<file path="src/rtl/systolic_drain.sv">
// systolic_drain: de-skews the 4 systolic column outputs into aligned row vectors,
// buffers them in a FIFO and streams them out with job framing.
module systolic_drain #(
    parameter int BASE_LAT   = 4,
    parameter int FIFO_DEPTH = 8,
    parameter int CNT_W      = 8
) (
    input  logic             clk_i,
    input  logic             rst_ni,
    input  logic             start_i,
    input  logic [CNT_W-1:0] num_vec_i,
    input  logic [63:0]      re1_i,
    input  logic [63:0]      re2_i,
    input  logic [63:0]      re3_i,
    input  logic [63:0]      re4_i,
    output logic             out_valid_o,
    input  logic             out_ready_i,
    output logic [255:0]     out_data_o,
    output logic             out_last_o,
    output logic             busy_o,
    output logic             done_o,
    output logic             overflow_o
);
    localparam int PTR_W = $clog2(FIFO_DEPTH);
    localparam int LAT_W = $clog2(BASE_LAT + 4);
    typedef enum logic [1:0] {IDLE, WAIT, CAP, DRAIN} state_t;
    state_t state_q, state_d;
    logic [LAT_W-1:0] lat_q, lat_d;
    logic [CNT_W-1:0] nvec_q, nvec_d, push_q, push_d;
    logic [63:0] r1a_q, r1b_q, r1c_q, r2a_q, r2b_q, r3a_q;
    logic [256:0] mem [FIFO_DEPTH];
    logic [PTR_W-1:0] wr_q, rd_q;
    logic [PTR_W:0] cnt_q, cnt_d;
    logic done_q, done_d, ovf_q, ovf_d;
    logic start_ok, job_ok, push, pop, accept, last_push, empty;
    logic [255:0] aligned;
    assign start_ok  = (state_q == IDLE) && start_i;
    assign job_ok    = start_ok && (num_vec_i != '0);
    assign empty     = (cnt_q == '0);
    assign push      = (state_q == CAP);
    assign last_push = push && (push_q == nvec_q - CNT_W'(1));
    assign pop       = out_valid_o && out_ready_i;
    // The core cannot stall, so a push into a full FIFO is only taken when a pop frees a slot.
    assign accept    = push && ((cnt_q != (PTR_W+1)'(FIFO_DEPTH)) || pop);
    assign aligned   = {re4_i, r3a_q, r2b_q, r1c_q};
    always_comb begin
        state_d = state_q;
        case (state_q)
            IDLE:    state_d = job_ok ? WAIT : IDLE;
            WAIT:    state_d = (lat_q == LAT_W'(1)) ? CAP : WAIT;
            CAP:     state_d = last_push ? DRAIN : CAP;
            DRAIN:   state_d = empty ? IDLE : DRAIN;
            default: state_d = IDLE;
        endcase
    end
    always_comb begin
        lat_d  = job_ok ? LAT_W'(BASE_LAT + 3) : (state_q == WAIT) ? lat_q - LAT_W'(1) : lat_q;
        nvec_d = job_ok ? num_vec_i : nvec_q;
        push_d = job_ok ? '0 : push ? push_q + CNT_W'(1) : push_q;
        cnt_d  = cnt_q + (PTR_W+1)'(accept) - (PTR_W+1)'(pop);
        ovf_d  = job_ok ? 1'b0 : ovf_q | (push & ~accept);
        done_d = (start_ok && (num_vec_i == '0)) || ((state_q == DRAIN) && empty);
    end
    always_comb begin
        busy_o      = (state_q != IDLE);
        out_valid_o = !empty;
        out_data_o  = out_valid_o ? mem[rd_q][255:0] : '0;
        out_last_o  = out_valid_o & mem[rd_q][256];
        done_o      = done_q;
        overflow_o  = ovf_q;
    end
    always_ff @(posedge clk_i or negedge rst_ni) begin
        if (!rst_ni) begin
            state_q <= IDLE;
            lat_q   <= '0;
            nvec_q  <= '0;
            push_q  <= '0;
            cnt_q   <= '0;
            wr_q    <= '0;
            rd_q    <= '0;
            done_q  <= 1'b0;
            ovf_q   <= 1'b0;
            r1a_q   <= '0;
            r1b_q   <= '0;
            r1c_q   <= '0;
            r2a_q   <= '0;
            r2b_q   <= '0;
            r3a_q   <= '0;
        end else begin
            state_q <= state_d;
            lat_q   <= lat_d;
            nvec_q  <= nvec_d;
            push_q  <= push_d;
            cnt_q   <= cnt_d;
            wr_q    <= wr_q + PTR_W'(accept);
            rd_q    <= rd_q + PTR_W'(pop);
            done_q  <= done_d;
            ovf_q   <= ovf_d;
            r1a_q   <= re1_i;
            r1b_q   <= r1a_q;
            r1c_q   <= r1b_q;
            r2a_q   <= re2_i;
            r2b_q   <= r2a_q;
            r3a_q   <= re3_i;
        end
    end
    always_ff @(posedge clk_i) begin
        if (accept) mem[wr_q] <= {last_push, aligned};
    end
endmodule

</file>
<file path="config.mk">
export PLATFORM = sky130hd
export DESIGN_NAME = systolic_drain
export DESIGN_NICKNAME = d
export VERILOG_FILES = /design/src/rtl/systolic_drain.sv
export SDC_FILE = /design/constraint.sdc
export NUM_CORES = 2
export LEC_CHECK = 0
export BUFFER_PORTS_ARGS = -buffer_cell sky130_fd_sc_hd__buf_2
export CAP_MARGIN = 20
export CELL_PAD_IN_SITES_DETAIL_PLACEMENT = 0
export CELL_PAD_IN_SITES_GLOBAL_PLACEMENT = 1
export CORE_UTILIZATION = 48
export DETAILED_ROUTE_END_ITERATION = 10
export PLACE_DENSITY_LB_ADDON = 0.1
export SYNTH_ARGS = -nofsm -noshare
export SYNTH_HDL_FRONTEND = slang
export SYNTH_SLANG_ARGS = --single-unit
</file>
<file path="constraint.sdc">
create_clock -name clk_i -period 35.9 [get_ports clk_i]
set_input_delay 7.18 -clock clk_i [delete_from_list [all_inputs] [get_ports clk_i]]
set_output_delay 7.18 -clock clk_i [all_outputs]
set_load 0.1 [all_outputs]
</file>
==> impl_metrics.tcl <==
set metrics [dict create \
    outcome "finished clean" \
    critical_path_arrival_ns 6.74 \
    crit_path_end_kind "primary output" \
    drc 0 \
    whs_ns 0.3324 \
    wl_per_cell_um 26.75 \
    postCtsSetupRepairBufs 0 \
    dp_hpwl_um 102600 \
    async_reset_ff_frac 0.1686 \
    io_pins 529 \
    hp-class "reg -> reg" \
    clock_latency_ns 0.91 \
    yosys_most_used_dff "edfxtp_1" \
    path_cells "buf_4, buf_4, buf_4, buf_4, mux4_2, mux2i_1, nor2_1, buf_2" \
    numCtsBuffers 276 \
    track_usage 0.2070 \
    die_area_um2 188200 \
    finalCritPeriodShare 0.3878 \
    synth_top_area_cell "edfxtp_1" \
    cts_tree "done" \
    crit_cells 8 \
    maxSlewViolCount 0 \
    vias 39710 \
    r2r_start "state_q[1]" \
    io_buffers 528 \
    worst-path-buf-inv 5 \
    die_h_um 433.8 \
    antenna_left 0 \
    synth_edf_count 2056 \
    yosys-top-cells-area "edfxtp_1, mux4_2, dfrtp_1" \
    syn-cell-area_um2 89500 \
    holdBufCountCts 0 \
    cp_common_cell "buf_4" \
    initial_core_util 0.4832 \
    cp_slowest_stage_delay_ns 1.10 \
    relSlewSlack 0.2771 \
    crit_start "rd_q[1]" \
    cts_resized 0 \
    yosys-top-cells-count "edfxtp_1, mux4_2, dfrtp_1" \
    max_cap_violations 0 \
    worst_pin_slew_ns 1.084 \
    routabilityCongestion 0.7377 \
    core_um2 185200 \
    rsz0062_at_grt "false" \
    final_hold_viol_count 0 \
    syn_nets 4106 \
    r2r_setup_slack_ns 30.65 \
    fill_cells 14010 \
    required_ns 28.72 \
    critPathMaxFanout 64 \
    pre_cts_ws_ns 22.83 \
    finClkSkew_ns 0.04735 \
    drt_wl_total_um 193200 \
    grt_antenna_before_repair 58 \
    layout-drive-gt1-share 0.3200 \
    clock.fmax_mhz 71.83 \
    fin_crit_ns 13.92 \
    r2r_end "mem[0][189]" \
    critical_path.top_delay_family "buffers and inverters" \
    synth_top_area_share 0.6898 \
    synth_cell_types 49 \
    clkTransAtPathRegs_ns 0.06 \
    place_area_um2 94800 \
    grt_pass1_vias 41730 \
    overflow 0 \
    firstDrtPassIters 5 \
    min_from "r2a_q[26]" \
    numClockSinks 2473 \
    cp_slowest_cell "dfrtp_4" \
    worst_setup_path_start_kind "flop" \
    synth_warnings 0 \
    setup_ws_ns 21.98 \
    cts-root-buf "clkbuf_16" \
    cts-htree-levels 5 \
    ys_seq_elements 2473 \
    synth_most_common_cell "edfxtp_1" \
    setup_viol 0 \
    r2r_cells 7 \
    setup_tns_ns 0 \
    synth_cells 3823 \
    drt_iter0_markers 2727 \
    ys_seq_area_frac 0.8064 \
    grt_pass1_wl_um 281100 \
    num-nets-final 4809 \
    fin_area_um2 103500 \
    vias_per_cell 5.498 \
    endpoint "out_data_o[190]" \
    row_count 158 \
    grt_max_degree 120 \
    synth.avg_cell_area_um2 23.41 \
    die_w_um 433.8 \
    clockBufferDepth 4 \
    syn_to_final_growth_pct 15.66 \
    path_class "reg -> out" \
]
-- flip-flops by register name, indices dropped and copies added, names as in the netlist, 4 cells and up --
signal  count
r2b_q      64
cnt_q       4
r2a_q      64
push_q      8
mem      2056
r1c_q      64
r3a_q      64
r1b_q      64
nvec_q      8
r1a_q      64
-- worst register-to-register path: stages (launching register included) --
cell and delay, ns:
dfrtp_1 0.47, nor2b_1 0.58, nand2_1 0.39, nor4_2 0.29
buf_4 0.56, buf_4 0.82, buf_4 0.93, buf_4 0.78
-- cell families (layout without fill, tap and decap cells) --
| family | count (synthesis) | in the layout | share of synthesized area |
|---|---|---|---|
| DFF | 2473 | 2473 | 0.8064 |
| buffers and inverters | 191 | 1093 | 0.01370 |
| other | 0 | 17 | 0 |
| AOI/OAI and AO/OA | 22 | 22 | 0.001860 |
| xor gates and xnor gates | 23 | 23 | 0.002251 |
| muxes | 777 | 777 | 0.1588 |
| and+or+nand+nor | 322 | 322 | 0.01475 |
| adders and majority gates | 15 | 15 | 0.002181 |
-- how the worst min path moves through the flow --
stage	to	slack (ns)	cells past startpoint
global placement	r1b_q[35]	0.33	0
CTS	r1b_q[28]	0.34	0
global route	r1b_q[28]	0.34	0
detailed placement	r1b_q[0]	0.33	0
floorplan	r1b_q[0]	0.33	0
finish	r2b_q[26]	0.33	0
-- stage by stage --
stage | cells | util
floorplan | 3823 | -
global placement | 6726 | 0.5118
detailed placement | 6726 | 0.5118
CTS | 7203 | 0.5583
global route | 7216 | 0.5588
finish | 7222 | 0.5588
-- placed cells by master (no fill, tap or decap), drive strengths merged, types with 3 or more instances in the layout --
cell / n
edfxtp: 2056
buf: 603
mux4: 514
dfrtp: 417
clkbuf: 404
nor2: 273
mux2i: 258
clkinv: 58
diode: 17
inv: 15
xor2: 14
ha: 14
nand2: 12
bufinv: 10
xnor2: 9
nand2b: 5
mux2: 5
nand3: 4
a21oi: 4
nor4: 4
nor3: 4
o21ai: 3
and4: 3
clkinvlp: 3
and2: 3
-- area by class of cell --
type	count	area [µm²]	share of cell area
Inverter	13	48.80	0.0004714
Timing Repair Buffer	603	3361	0.03247
Sequential cell	2473	72190	0.6973
Antenna cell	17	42.54	0.0004110
Clock inverter	73	608.1	0.005874
Multi-Input combinational cell	1159	16150	0.1560
Tap cell	2480	3103	0.02998
Clock buffer	404	8020	0.07748
-- layer usage --
| metal | GRT usage | vias to the layer above | part of all wire |
|---|---|---|---|
| met1 | 0.2834 | 21250 | 0.42 |
| met5 | 0 | - | 0.00024 |
| met2 | 0.3387 | 1093 | 0.50 |
| met3 | 0.03822 | 334 | 0.053 |
| met4 | 0.06540 | 10 | 0.026 |
| li1 | - | 17030 | - |
Power is not shown: default switching activity piles up to over one toggle a cycle in this logic, so the estimate is an artifact.
